## src/rtl/if_stage_pkg.sv

```systemverilog
// Shared constants and types for the fetch stage: reset/bubble values, predicted opcodes,
// IF/ID bundle layout and the b/bl offset decode.
package if_stage_pkg;

  localparam logic [31:0] RESET_PC_DEF = 32'h1c00_0000;
  localparam logic [31:0] NOP_INST_DEF = 32'h0340_0000;

  localparam logic [5:0] OP_B  = 6'h14;
  localparam logic [5:0] OP_BL = 6'h15;

  localparam int unsigned ZIP_W        = 65;
  localparam int unsigned ZIP_PRED_BIT = 64;
  localparam int unsigned ZIP_INST_LSB = 32;
  localparam int unsigned ZIP_PC_LSB   = 0;

  // Field order matches {predict[64], inst[63:32], pc[31:0]}.
  typedef struct packed {
    logic        predict;
    logic [31:0] inst;
    logic [31:0] pc;
  } if_id_zip_t;

  // b/bl carry a 26-bit word offset split as offs[25:16]=inst[9:0], offs[15:0]=inst[25:10].
  function automatic logic [31:0] branch_offset(input logic [31:0] inst);
    return {{4{inst[9]}}, inst[9:0], inst[25:10], 2'b00};
  endfunction

endpackage

```

## src/rtl/if_predecoder.sv

```systemverilog
// Static predictor: b/bl in a valid fetch slot are predicted taken to pc + offset.
module if_predecoder
  import if_stage_pkg::*;
#(
  parameter bit PREDICT_EN = 1'b1
) (
  input  logic        valid_i,
  input  logic [31:0] inst_i,
  input  logic [31:0] pc_i,
  output logic        pred_taken_o,
  output logic [31:0] pred_target_o
);

  logic [5:0] opcode;

  assign opcode        = inst_i[31:26];
  assign pred_taken_o  = PREDICT_EN && valid_i && ((opcode == OP_B) || (opcode == OP_BL));
  assign pred_target_o = pc_i + branch_offset(inst_i);

endmodule

```

## src/rtl/if_stage.sv

```systemverilog
// Fetch stage with IF/ID register: drives a 1-cycle inst SRAM, buffers the returned
// instruction across decode stalls, and applies decode redirects ahead of static prediction.
module if_stage
  import if_stage_pkg::*;
#(
  parameter logic [31:0] RESET_PC   = RESET_PC_DEF,
  parameter logic [31:0] NOP_INST   = NOP_INST_DEF,
  parameter bit          PREDICT_EN = 1'b1
) (
  input  logic             clk,
  input  logic             rst,
  input  logic             ID_allowin,
  input  logic             flush,
  input  logic [31:0]      pc_real,
  output logic             inst_sram_en,
  output logic [3:0]       inst_sram_we,
  output logic [31:0]      inst_sram_addr,
  output logic [31:0]      inst_sram_wdata,
  input  logic [31:0]      inst_sram_rdata,
  output logic [ZIP_W-1:0] IF_to_ID_zip
);

  localparam if_id_zip_t BUBBLE = '{predict: 1'b0, inst: NOP_INST, pc: 32'h0};

  logic [31:0] pc_f_q, pc_f_d;
  logic        valid_f_q, valid_f_d;
  logic [31:0] inst_buf_q, inst_buf_d;
  logic        buf_valid_q, buf_valid_d;
  if_id_zip_t  zip_q, zip_d;

  logic [31:0] inst_f;
  logic        f_allowin;
  logic        f_advance;
  logic        pred_taken;
  logic [31:0] pred_target;
  logic [31:0] nextpc;

  // The SRAM drops rdata once the request strobe goes low, so a stalled F reads the buffer.
  assign inst_f    = buf_valid_q ? inst_buf_q : inst_sram_rdata;
  assign f_allowin = ~valid_f_q | ID_allowin;
  assign f_advance = f_allowin | flush;

  if_predecoder #(.PREDICT_EN(PREDICT_EN)) u_predecoder (
    .valid_i       (valid_f_q),
    .inst_i        (inst_f),
    .pc_i          (pc_f_q),
    .pred_taken_o  (pred_taken),
    .pred_target_o (pred_target)
  );

  assign nextpc = flush      ? pc_real     :
                  pred_taken ? pred_target :
                               pc_f_q + 32'd4;

  assign inst_sram_en    = ~rst & f_advance;
  assign inst_sram_addr  = nextpc;
  assign inst_sram_we    = 4'b0;
  assign inst_sram_wdata = 32'b0;
  assign IF_to_ID_zip    = zip_q;

  always_comb begin
    // NOTE: every next-state signal gets a default first so no path leaves it unassigned (no latch).
    pc_f_d      = pc_f_q;
    valid_f_d   = valid_f_q;
    inst_buf_d  = inst_buf_q;
    buf_valid_d = buf_valid_q;
    zip_d       = zip_q;

    if (f_advance) begin
      pc_f_d      = nextpc;
      valid_f_d   = 1'b1;
      buf_valid_d = 1'b0;
    end else if (!buf_valid_q) begin
      inst_buf_d  = inst_sram_rdata;
      buf_valid_d = 1'b1;
    end

    if (ID_allowin) begin
      zip_d = (valid_f_q && !flush) ? '{predict: pred_taken, inst: inst_f, pc: pc_f_q} : BUBBLE;
    end
  end

  // NOTE: state registers use non-blocking assignment so all flops update from pre-edge values.
  always_ff @(posedge clk) begin
    if (rst) begin
      pc_f_q      <= RESET_PC - 32'd4;
      valid_f_q   <= 1'b0;
      buf_valid_q <= 1'b0;
      zip_q       <= BUBBLE;
    end else begin
      pc_f_q      <= pc_f_d;
      valid_f_q   <= valid_f_d;
      buf_valid_q <= buf_valid_d;
      zip_q       <= zip_d;
    end
  end

  // NOTE: the instruction buffer is data-only and qualified by buf_valid_q, so it has no reset.
  always_ff @(posedge clk) begin
    inst_buf_q <= inst_buf_d;
  end

endmodule
```

## config.mk

```make
export PLATFORM = sky130hd
export DESIGN_NAME = if_stage
export DESIGN_NICKNAME = d
export VERILOG_FILES = /design/src/rtl/if_stage_pkg.sv /design/src/rtl/if_predecoder.sv /design/src/rtl/if_stage.sv
export SDC_FILE = /design/constraint.sdc
export NUM_CORES = 1
export LEC_CHECK = 0
export BUFFER_PORTS_ARGS = -buffer_cell sky130_fd_sc_hd__buf_2
export CAP_MARGIN = 25
export CORE_UTILIZATION = 45
export CTS_BUF_LIST = sky130_fd_sc_hd__clkbuf_4 sky130_fd_sc_hd__clkbuf_8
export DETAILED_ROUTE_END_ITERATION = 8
export PLACE_DENSITY = 0.74
export SLEW_MARGIN = 15
export SYNTH_ARGS = -nofsm -noshare
export SYNTH_HDL_FRONTEND = slang
export SYNTH_SLANG_ARGS = --single-unit
export TNS_END_PERCENT = 30
```

## constraint.sdc

```tcl
create_clock -name clk -period 5.6 [get_ports clk]
set_input_delay 1.12 -clock clk [delete_from_list [all_inputs] [get_ports clk]]
set_output_delay 1.12 -clock clk [all_outputs]
set_load 0.05 [all_outputs]
```

---- After elaboration in Yosys (flattened, before gate mapping) ----
Cells that the tools add are included.
operators by class
  equality and inequality tests ........... 2
  multiplexer cells ....................... 5
  bitwise gates (word level) .............. 5
  reductions and logical operators ........ 4
  add/sub/neg operators ................... 2
operators by type and width
  operator                 count
  $mux W32                 3
  $mux W65                 1
  $add A32 B3 Y32 const B  1
  $add A32 B32 Y32         1
  $eq A6 B5 Y1 const B     2
  $logic_and A1 B1 Y1      2
  $not A1 Y1               2
  $or A1 B1 Y1             2
  $and A1 B1 Y1            1
  $logic_not A1 Y1         1
  $logic_or A1 B1 Y1       1
  $mux W1                  1
storage, ports and cells
  logic and storage cells ................. 25
  register bits after elaboration ......... 131
  input port bits ......................... 68

---- Logic depth before layout (Yosys ltp) ----
Gate-level depths: netlist of the first run.
  depth after elaboration ................. 6
  gate-level depth with buffers ........... 16
  depth with buffers taken out ............ 14

---- Cells and area by module ----
From an unflattened synthesis of the first run, not the netlist that was laid out.
unflattened totals
  cell total of the unflattened synthesis .. 987
  area, all modules ....................... 8463.1 um^2
by module, submodules not included
  module         cells an instance  times used  sequential area each (um^2)  area an instance (um^2)
  if_stage       711                1           2942.8                       6542.5
  if_predecoder  276                1           0.0                          1920.6

---- Worst setup path after synthesis of the first run ----
No wires, ideal clock.
  path type ............................... in2out
  from .................................... input inst_sram_rdata[27]
  to ...................................... output inst_sram_addr[28]
  setup slack ............................. -0.750 ns
  buffers on the path ..................... 1
  stages .................................. 13
  arrival ................................. 5.230 ns
  cells stage by stage .................... nor4_1 -> o211ai_1 -> clkbuf_1 -> or2_2 -> ha_1 -> fa_1 -> a21o_1 -> a21o_1 -> a221o_1 -> a2111oi_2 -> o21bai_1 -> xnor2_1 -> o21ai_0
on the way
  cells in the longest elaborated chain, start to end .. 6
  elaborated cells between the ends (all ways) .. 7
  those cells by class .................... eq/ne: 2; mux: 3; reduce/logical: 2
RTL lines
  what                     RTL line             source
  start: declaration       if_stage.sv:19       input logic [31:0] inst_sram_rdata,
  $mux W32 (*)             --
  $eq A6 B5 Y1             if_predecoder.sv:17  assign pred_taken_o = PREDICT_EN && valid_i && ((opcode == OP_B) || (opcode == OP_BL));
  $logic_or A1 B1 Y1 (*)   if_predecoder.sv:17
  $logic_and A1 B1 Y1 (*)  if_predecoder.sv:17
  $mux W32 (*)             if_stage.sv:52       pred_taken ? pred_target :
  $mux W32 (*)             if_stage.sv:51       assign nextpc = flush ? pc_real :
  end: declaration         if_stage.sv:17       output logic [31:0] inst_sram_addr,
Every way passes the cells marked *; elsewhere a longest branch is shown, timed or not.

---- Final worst setup path of the first run ----
  from .................................... input inst_sram_rdata[30]
  to ...................................... output inst_sram_addr[30]
The elaborated chain is that of the path after synthesis.

==> metrics.md, run 1 <==
| Metric | Value |
|---|---|
| Status | finished with violations |
| Failing checks | setup timing |
| Die W | 126.6 um |
| CTS Sinks | 131 |
| Vias in the first global route | 5810 |
| Clk pwr share | 33.2% |
| # port buffers | 165 |
| Fmax | 177.2 MHz |
| R2R Path Start | buf_valid_q$_SDFF_PP0_ |
| Final WL | 19.37 mm |
| Logic pwr share | 25.4% |
| Slew HR | 48.36% |
| Number of buffers created by CTS | 17 |
| CTS Buffer Depth | 2 |
| Min Tclk post-route | 5.642 ns |
| Slew @ Worst Pin | 0.7746 ns |
| FF-to-FF End | pc_f_q[28]$_SDFFE_PP1N_ |
| Starting Density | 45.97% |
| Largest area contributor in the netlist | dfxtp_1 |
| Worst Hold Path EP | IF_to_ID_zip[64]$_SDFFE_PP0P_ |
| Layout cells sized above 1 | 33.47% |
| Die height | 126.6 um |
| Synth area leaders | dfxtp_1 28%, edfxtp_1 14%, a22oi_1 5.9%, mux2_2 5.6%, nor2_1 5.5% |
| Post-synth top area share | 28.36% |
| R2r worst-path depth | 16 |
| Ys flop type | dfxtp_1 |
| Sequential Power Share | 41.4% |
| Global-route wire length before repair | 29.65 mm |
| Design area | 8836 um2 |
| Final GP Congestion | 0.8824 |
| Flops & latches, synth | 131 |
| Maximum VDD drop | 0.1486 mV |
| DRC Markers | 0 |
| Pwr/cell area | 285.0 nW/um2 |
| Hold Path Class | reg2reg |
| Place WS | -0.2679 ns |
| I/O pin cnt | 202 |
| Asr flop ratio synth | 0% |
| Worst endpoint required time | 4.48 ns |
| Post-DP HPWL | 13.40 mm |
| Most common cell in the netlist | nor2_1 |
| CTS tree | done |
| Int Pwr | 1.694 mW |
| DRT antenna net count | 0 |
| Pre-Repair DR Iteration Count | 6 |
| Netlist cell types | 59 |
| Gr ovfl total | 0 |
| H-tree depth | 4 |
| Hold Path Stages | 2 |
| CTS Root Cell | clkbuf_8 |
| Iter 0 DRT Violations | 383 |
| P&R area growth vs syn | 26.45% |
| Seq/Total Area, Yosys | 42.11% |
| Filler Cell Count | 1359 |
| Kind of critical path | in2out |
| Min setup slack post-route | -0.04234 ns |
| Sw Ratio | 32.74% |
| Post-Syn Instances | 778 |
| Reg2Reg Setup Slack | 1.69 ns |
| Max-slew violations | 0 |
| Post-synth EDFFs | 32 |
| Clock skew | 0.009706 ns |
| Vias per cell | 5.391 |
| Largest net degree at the start of global routing | 69 |
| Final setup fails | 1 |
| Yosys warnings | 0 |
| LEAKAGE | 3.877 nW |
| Crit start category | input pin |
| Final Hold Fails | 0 |
| Sw Pwr | 824.5 uW |
| Cell area after synthesis | 6988 um2 |
| Clk Latency, worst-skew pair | 0.45 ns |
| Hold Path Origin | IF_to_ID_zip[64]$_SDFFE_PP0P_ |
| N_diodes | 0 |
| Core area | 15200 um2 |
| Initial antenna violation count | 0 |
| DP Area | 8082 um2 |
| Crit path arrival time | 4.52 ns |
| Std-Cell Rows | 45 |
| Maxcap violations | 0 |
| Hold-fix buffers, CTS | 0 |
| Via count | 6297 |
| Setup TNS | -0.04234 ns |
| Final cell count without fillers | 1168 |
| Top cells by count, synth | 103 x nor2_1, 99 x dfxtp_1, 55 x a22oi_1, 55 x nand2_1, 47 x o21ai_0 |
| Final period utilization | 100.8% |
| Synth Area per Inst | 8.982 um2 |
| Clock slew at reported path FFs | 0.07 ns |
| Crit path capture type | output port |
| Max FO, Critical Path | 6 |
| WL per Instance | 16.59 um |
| Total Nets Final | 1065 |
| GRT Util Overall | 23.88% |
| Unrepaired setup endpoints after global routing | yes |
| DP Cell Count | 1124 |
| Die footprint | 16030 um2 |
==> worst max path at each step <==
stage | startpoint | end | slack (ns) | cells past startpoint
4_1_cts | inst_sram_rdata[30] | inst_sram_addr[30] | -0.05 | 16
3_5_place_dp | inst_sram_rdata[27] | inst_sram_addr[30] | -0.27 | 15
5_1_grt | inst_sram_rdata[31] | inst_sram_addr[30] | -0.21 | 15
6_report | inst_sram_rdata[30] | inst_sram_addr[30] | -0.04 | 17
3_3_place_gp | inst_sram_rdata[27] | inst_sram_addr[30] | -0.24 | 15
2_1_floorplan | inst_sram_rdata[27] | inst_sram_addr[30] | -0.26 | 14
==> routing by layer <==
metal	up-vias	part of all wire, %	GRT usage [%]
li1	3099	-	-
met5	-	0	0
met1	2964	46	31.28
met4	0	1.4	7.016
met3	21	5.3	5.061
met2	213	48	39.62
==> worst max-delay path, cell delays in order <==
cell and delay, ns:
buf_2 0.10, nand2b_1 0.10, nor4_2 0.05, o211ai_1 0.37
buf_4 0.19, buf_6 0.12, nor2b_1 0.05, ha_1 0.34
a211o_1 0.27, a21o_1 0.18, a221o_1 0.40, a2111oi_4 0.33
o21bai_2 0.11, o31ai_2 0.22, mux2i_1 0.27, nand2_1 0.11
buf_6 0.17
==> per-stage QoR <==
step           utilization [%]  hold slack [ns]  power [mW]
2_1_floorplan                -           0.4615       1.527
3_3_place_gp             53.16           0.4571       1.663
3_5_place_dp             53.16           0.4763       1.669
4_1_cts                  56.30           0.4954       2.508
5_1_grt                  58.12           0.5381       2.627
6_report                 58.12           0.4944       2.519
==> area by class of cell <==
cell class | instances | area (um2) | area share, %
Multi-Input combinational cell | 586 | 3897 | 44.11
Clock buffer | 22 | 284.0 | 3.214
Tap cell | 188 | 235.2 | 2.662
Sequential cell | 131 | 2943 | 33.31
Timing Repair Buffer | 219 | 1300 | 14.71
Clock inverter | 10 | 131.4 | 1.487
Inverter | 12 | 45.04 | 0.5098
==> flip-flops by register name, indices dropped and copies added, names as in the netlist <==
signal and count:
IF_to_ID_zip 65, inst_buf_q 32, pc_f_q 32, buf_valid_q 1, valid_f_q 1
==> cells in the final DEF, fill, tap and decap left out, types with 3 or more instances in the layout <==
cell / instances
buf_4: 54
o21ai_0: 35
xor2_1: 12
clkbuf_4: 8
o21a_1: 5
inv_1: 10
nor2b_1: 34
conb_1: 36
a22oi_1: 55
o21ai_1: 7
mux2_2: 35
edfxtp_1: 32
o22a_1: 9
nand2_1: 55
and2_1: 5
nand3_1: 15
nand2b_1: 6
xnor2_1: 11
mux2i_1: 3
ha_1: 23
o211ai_1: 3
a21o_1: 4
ha_4: 4
buf_6: 9
clkbuf_8: 19
o21ai_2: 8
o22ai_1: 7
nor2b_2: 3
a221o_1: 3
nor3_1: 6
buf_2: 151
dfxtp_1: 99
or2_2: 4
nor2_1: 102
bufinv_16: 3
a31oi_1: 5
nand4_1: 7
a21oi_1: 37
==> timing repair <==
action                     4_1_cts  5_1_grt
buffers inserted                 1        9
resized for setup               11       58
gates cloned                     0        2
pin swaps                       10       18
setup endpoints to repair        8       17
==> power groups by stage <==
stage | Clock, mW | Sequential, mW | Combinational (mW)
6_report | 0.835 | 1.04 | 0.641
5_1_grt | 0.895 | 1.05 | 0.685
4_1_cts | 0.851 | 1.04 | 0.616
3_5_place_dp | 0 | 1.06 | 0.607
3_3_place_gp | 0 | 1.06 | 0.602
2_1_floorplan | 0 | 1.10 | 0.426
==> logic make-up (layout without fill, tap and decap cells) <==
family | count (synthesis) | count (layout) | synth area share [%]
other cells | 1 | 36 | 0.05366
compound gates | 206 | 206 | 19.45
simple gates | 252 | 252 | 16.65
fa+ha+maj | 30 | 30 | 5.479
mux | 38 | 38 | 6.070
buf+inv | 96 | 263 | 7.180
flops | 131 | 131 | 42.11
xor+xnor | 24 | 24 | 3.008
(Power assumes the default switching activity.)
==> inputs of run 2 (changes only) <==
--- a/config.mk
+++ b/config.mk
@@ -11,6 +11,7 @@
 export CTS_BUF_LIST = sky130_fd_sc_hd__clkbuf_4 sky130_fd_sc_hd__clkbuf_8
 export DETAILED_ROUTE_END_ITERATION = 8
 export PLACE_DENSITY = 0.74
+export SKIP_CTS_REPAIR_TIMING = 1
 export SLEW_MARGIN = 15
 export SYNTH_ARGS = -nofsm -noshare
 export SYNTH_HDL_FRONTEND = slang
==> run 2 against run 1 <==
  * Design area is 2.5% lower
  * Sequential power hardly changed
  * Count of clock-buffer cells in the layout did not move
  * The flow still finishes with violations (setup timing)
  * Largest cell class unchanged
  * Critical path type unchanged
  * Fmax is 1.3% lower
  * Clock skew hardly changed
  * Worst setup slack worse by 0.077 ns
==> metrics.md, run 2 (synthesis results as in run 1) <==
| Metric | Value |
|---|---|
| Status | finished with violations |
| CP peak stage delay | 0.39 ns |
| Pre-Repair DR Iteration Count | 5 |
| DP Area | 8082 um2 |
| Place WS | -0.2679 ns |
| Crit start category | input pin |
| Clk Latency, worst-skew pair | 0.45 ns |
| Number of buffers created by CTS | 17 |
| LEAKAGE | 3.805 nW |
| R2r worst-path depth | 14 |
| Final Hold Fails | 0 |
| Worst endpoint required time | 4.48 ns |
| DRC Markers | 0 |
| Via count | 6240 |
| Pwr/cell area | 289.9 nW/um2 |
| Iter 0 DRT Violations | 399 |
| Commonest non-fill, non-tap cells in the layout | 156 x buf_2, 103 x nor2_1, 99 x dfxtp_1 |
| Starting Density | 45.97% |
| Clock slew at reported path FFs | 0.07 ns |
| GRT Util Overall | 23.82% |
| Overall Power | 2.496 mW |
| # port buffers | 165 |
| N_diodes | 0 |
| CP max stage cell | a2111oi_4 |
| Worst Hold Path EP | IF_to_ID_zip[64]$_SDFFE_PP0P_ |
| Final WL | 18.94 mm |
| Total Nets Final | 1053 |
| CTS Root Cell | clkbuf_8 |
| Hold Path Origin | IF_to_ID_zip[64]$_SDFFE_PP0P_ |
| Final cell count without fillers | 1156 |
| Crit path arrival time | 4.60 ns |
| Min setup slack post-route | -0.1189 ns |
| DRT antenna net count | 0 |
| Uppermost layer routed | met4 |
| Clock skew | 0.009973 ns |
| Largest net degree at the start of global routing | 69 |
| CTS tree | done |
| Failing checks | setup timing |
| DP Cell Count | 1124 |
| Wire length on met3 | 1.020 mm |
| Unrepaired setup endpoints after global routing | yes |
| Maximum VDD drop | 0.1458 mV |
| Kind of critical path | in2out |
| Critical path cell sequence | buf_2 -> nand2b_1 -> nor4_2 -> o211ai_1 -> buf_6 -> nor2b_2 -> fa_2 -> a21o_1 -> a21o_1 -> a221o_1 -> a2111oi_4 -> o21bai_2 -> o31ai_2 -> mux2i_1 -> nand2_1 -> buf_6 |
| Vias per cell | 5.398 |
| Fmax | 174.9 MHz |
| Hold Path Class | reg2reg |
| Die W | 126.6 um |
| Core Util, Final | 56.64% |
| Max-slew violations | 0 |
| Global-route wire length before repair | 29.59 mm |
| Max FFs per register | 65 |
| Maxcap violations | 0 |
| Crit path capture type | output port |
| Slew @ Worst Pin | 0.7862 ns |
| WL per Instance | 16.38 um |
| Slew HR | 47.59% |
| Die height | 126.6 um |
| Hold Path Stages | 2 |
| Final setup fails | 1 |
| Max FO, Critical Path | 26 |
| R2R Path Start | buf_valid_q$_SDFF_PP0_ |
| CTS Sinks | 131 |
| Commonest non-fill, non-tap cell in the layout | buf_2 |
| Post-DP HPWL | 13.40 mm |
| Vias in the first global route | 5803 |
| Std-Cell Rows | 45 |
| Initial antenna violation count | 0 |
| Met1 wire length | 8.754 mm |
| I/O pin cnt | 202 |
| CTS Buffer Depth | 2 |
| FF-to-FF End | pc_f_q[28]$_SDFFE_PP1N_ |
| Min Tclk post-route | 5.719 ns |
| Final GP Congestion | 0.8824 |
| Die footprint | 16030 um2 |
| Final period utilization | 102.1% |
| Layout cells sized above 1 | 31.10% |
| P&R area growth vs syn | 23.22% |
| Reg2Reg Setup Slack | 1.65 ns |
| Core area | 15200 um2 |
| Met2 wire length | 8.906 mm |
| Filler Cell Count | 1379 |
| Gr ovfl total | 0 |
| H-tree depth | 4 |
| Design area | 8611 um2 |
[run 2: changes by cell type in the layout (fill, tap and decap cells not counted), sizes merged]
cell,previous run,this run
buf,214,205
clkbuf,27,24
[run 2: layout make-up]
class | instances | area, um2 | share of cell area [%]
multi-input combinational | 586 | 3786 | 43.97
sequential | 131 | 2943 | 34.18
timing repair buffer | 207 | 1186 | 13.78
clock buffer | 22 | 284.0 | 3.298
tap | 188 | 235.2 | 2.732
clock inverter | 10 | 131.4 | 1.526
inverter | 12 | 45.04 | 0.5231
[run 2: where the power goes]
group | internal, mW | leakage [nW] | switching (mW)
Sequential | 1.01 | 1.10 | 0.0293
Clock | 0.474 | 0.208 | 0.360
Combinational | 0.194 | 2.49 | 0.426
[run 2: how the worst max path moves through the flow]
stage	startpoint	end	slack, ns	depth (start not counted)
after floorplan	inst_sram_rdata[27]	inst_sram_addr[30]	-0.26	14
after global placement	inst_sram_rdata[27]	inst_sram_addr[30]	-0.24	15
after detailed placement	inst_sram_rdata[27]	inst_sram_addr[30]	-0.27	15
after CTS	inst_sram_rdata[27]	inst_sram_addr[30]	-0.29	15
after global routing	inst_sram_rdata[30]	inst_sram_addr[30]	-0.26	16
final	inst_sram_rdata[30]	inst_sram_addr[30]	-0.12	16
[run 2: per-stage QoR]
step | hold slack (ns) | TNS, ns
global placement | 0.4571 | -0.4999
finish | 0.4909 | -0.1189
CTS | 0.4956 | -1.024
global route | 0.5366 | -1.138
detailed placement | 0.4763 | -0.7703
floorplan | 0.4615 | -1.145
[run 2: routing by layer]
layer	GRT usage, %	vias to the layer above
li1	-	3064
met1	31.31	2942
met2	39.42	215
met3	5.061	19
met4	6.945	0
met5	0	-
[run 2: worst max-delay path, delay by kind of cell]
family | cells | cell delay (ns)
buffers and inverters | 3 | 0.56
adders and majority gates | 1 | 0.37
muxes | 1 | 0.27
and+or+nand+nor | 4 | 0.35
AOI/OAI and AO/OA | 7 | 1.90
==> inputs of run 3 (changes only) <==
--- a/config.mk
+++ b/config.mk
@@ -7,6 +7,7 @@
 export LEC_CHECK = 0
 export BUFFER_PORTS_ARGS = -buffer_cell sky130_fd_sc_hd__buf_2
 export CAP_MARGIN = 25
+export CORE_ASPECT_RATIO = 0.5
 export CORE_UTILIZATION = 45
 export CTS_BUF_LIST = sky130_fd_sc_hd__clkbuf_4 sky130_fd_sc_hd__clkbuf_8
 export DETAILED_ROUTE_END_ITERATION = 8
==> run 3 against run 2 <==
  * Cell count up 4.2%
  * Fmax is 2.9% lower
  * Clock power increased by 6.0%
  * Combinational power increased by 9.4%
  * Worst setup slack worse by 0.17 ns
  * Register-to-register slack worse by 0.31 ns
  * Largest cell class unchanged
  * Total power grew 4.4%
  * Sequential share of layout area shrank 2.2 points
  * Routed wire length rose by 8.8%
  * The run still ends with setup timing left
  * Non-clock buffer count rose by 37
  * Critical path type unchanged
  * Core utilization up 5.5 points
==> metrics.md, run 3 (synthesis results as in run 1) <==
| Metric | Value |
|---|---|
| Status | finished with violations |
| Failing checks | setup timing |
| Overall Power | 2.607 mW |
| Fmax | 169.8 MHz |
| Initial antenna violation count | 1 |
| Pre-Repair DR Iteration Count | 5 |
| Crit path arrival time | 4.77 ns |
| Place WS | -0.4137 ns |
| Commonest non-fill, non-tap cells in the layout | 152 x buf_2, 101 x nor2_1, 99 x dfxtp_1 |
| Final setup fails | 5 |
| CTS Root Cell | clkbuf_8 |
| P&R area growth vs syn | 31.66% |
| Global-route wire length before repair | 31.04 mm |
| Maximum VDD drop | 0.1549 mV |
| CTS tree | done |
| Min Hold Slack | 0.4899 ns |
| Number of buffers created by CTS | 17 |
| Largest net degree at the start of global routing | 69 |
| Post-DP HPWL | 14.21 mm |
| Die footprint | 16060 um2 |
| CTS Sinks | 131 |
| GR Layer Usage met3 | 5.330% |
| Hold Path Origin | IF_to_ID_zip[54]$_SDFFE_PP1P_ |
| Pwr/cell area | 283.3 nW/um2 |
| Met2 track demand over resource | 38.88% |
| Gr ovfl total | 0 |
| GRT Util Overall | 24.93% |
| Grt peak-use layer | met2 |
| DP Area | 8259 um2 |
| Final Hold Fails | 0 |
| Clk Latency, worst-skew pair | 0.45 ns |
| Starting Density | 47.16% |
| Core Util, Final | 62.09% |
| Met1 GRT Util | 34.16% |
| Min setup slack post-route | -0.2888 ns |
| Final WL | 20.60 mm |
| Maxcap violations | 0 |
| Max FO, Critical Path | 3 |
| Unrepaired setup endpoints after global routing | yes |
| Final GP Congestion | 0.9055 |
| CTS Buffer Depth | 2 |
| Worst endpoint required time | 4.48 ns |
| DRC Markers | 0 |
| Slew HR | 49.40% |
| Die W | 178.2 um |
| Max FFs per register | 65 |
| Min Tclk post-route | 5.889 ns |
| Design area | 9200 um2 |
| Core area | 14820 um2 |
| Crit start category | input pin |
| R2R Path Start | buf_valid_q$_SDFF_PP0_ |
| Clock slew at reported path FFs | 0.08 ns |
| Kind of critical path | in2out |
| # port buffers | 165 |
| Layout cells sized above 1 | 36.12% |
| WL per Instance | 17.11 um |
| Via count | 6582 |
| Iter 0 DRT Violations | 391 |
| Slew @ Worst Pin | 0.7590 ns |
| Vias per cell | 5.467 |
| Hold Path Class | reg2reg |
| CP Launch Point | inst_sram_rdata[29] |
| H-tree depth | 4 |
| Max-slew violations | 0 |
| Final period utilization | 105.2% |
| Vias in the first global route | 6103 |
| Total Nets Final | 1090 |
| DRT antenna net count | 0 |
| Clock skew | 0.01871 ns |
| LEAKAGE | 4.049 nW |
| Commonest non-fill, non-tap cell in the layout | buf_2 |
| I/O pin cnt | 202 |
| Die height | 90.12 um |
| Crit path capture type | output port |
| Std-Cell Rows | 31 |
run 3: cell count changes in the layout (fill, tap and decap cells not counted), moves of 3 or more:
cell,previous run,this run
nor2b_1,36,32
a21oi_1,40,36
o21ai_2,6,9
buf_6,6,17
ha_1,27,24
clkbuf_4,5,2
buf_12,0,3
buf_4,43,69
ha_4,1,4
inv_6,0,5
buf_2,156,152
a21oi_2,0,3
o21ai_0,37,33
run 3: area by class of cell:
type / instances / area, um2
Antenna cell: 1 / 2.502
Sequential cell: 131 / 2943
Fill cell: 1259 / 5617
Inverter: 12 / 45.04
Tap cell: 198 / 247.7
Clock inverter: 13 / 172.7
Multi-Input combinational cell: 586 / 3958
Clock buffer: 19 / 261.5
Timing Repair Buffer: 244 / 1570
run 3: per-stage QoR:
| stage | TNS, ns | instances |
|---|---|---|
| finish | -0.5997 | 1204 |
| global route | -2.026 | 1204 |
| CTS | -2.576 | 1186 |
| detailed placement | -1.741 | 1154 |
| global placement | -1.538 | 1154 |
| floorplan | -1.145 | 813 |
run 3: report_power, final:
part           internal, mW  total, mW  leakage (nW)  switching [mW]
combinational         0.232      0.678          2.74           0.446
sequential             1.01       1.04          1.10          0.0327
clock                 0.472      0.884         0.206           0.412
run 3: final timing paths:
kind / endpoint / slack, ns / cells after the start
worst max-delay path: inst_sram_addr[30] / -0.29 / 16
worst min-delay path: IF_to_ID_zip[54]$_SDFFE_PP1P_ / 0.49 / 2
worst max register to register: pc_f_q[30]$_SDFFE_PP0N_ / 1.34 / 15
worst min register to register: IF_to_ID_zip[54]$_SDFFE_PP1P_ / 0.49 / 2
run 3: worst max-delay path: stages:
cell and delay, ns:
buf_6 0.10, nor4_4 0.24, buf_4 0.15, o211ai_1 0.16, or2_4 0.30, ha_4 0.17
fa_2 0.38, a21o_1 0.17, a21o_1 0.16, a221o_1 0.40, a2111oi_4 0.40, o21bai_2 0.12
o31ai_2 0.29, mux2i_2 0.31, nand2_1 0.10, buf_6 0.16
run 3: metal layers:
metal / part of all wire [%] / vias up
met5: 0 / -
met4: 2.0 / 0
met3: 6.6 / 45
met2: 46 / 265
met1: 45 / 3131
li1: - / 3141
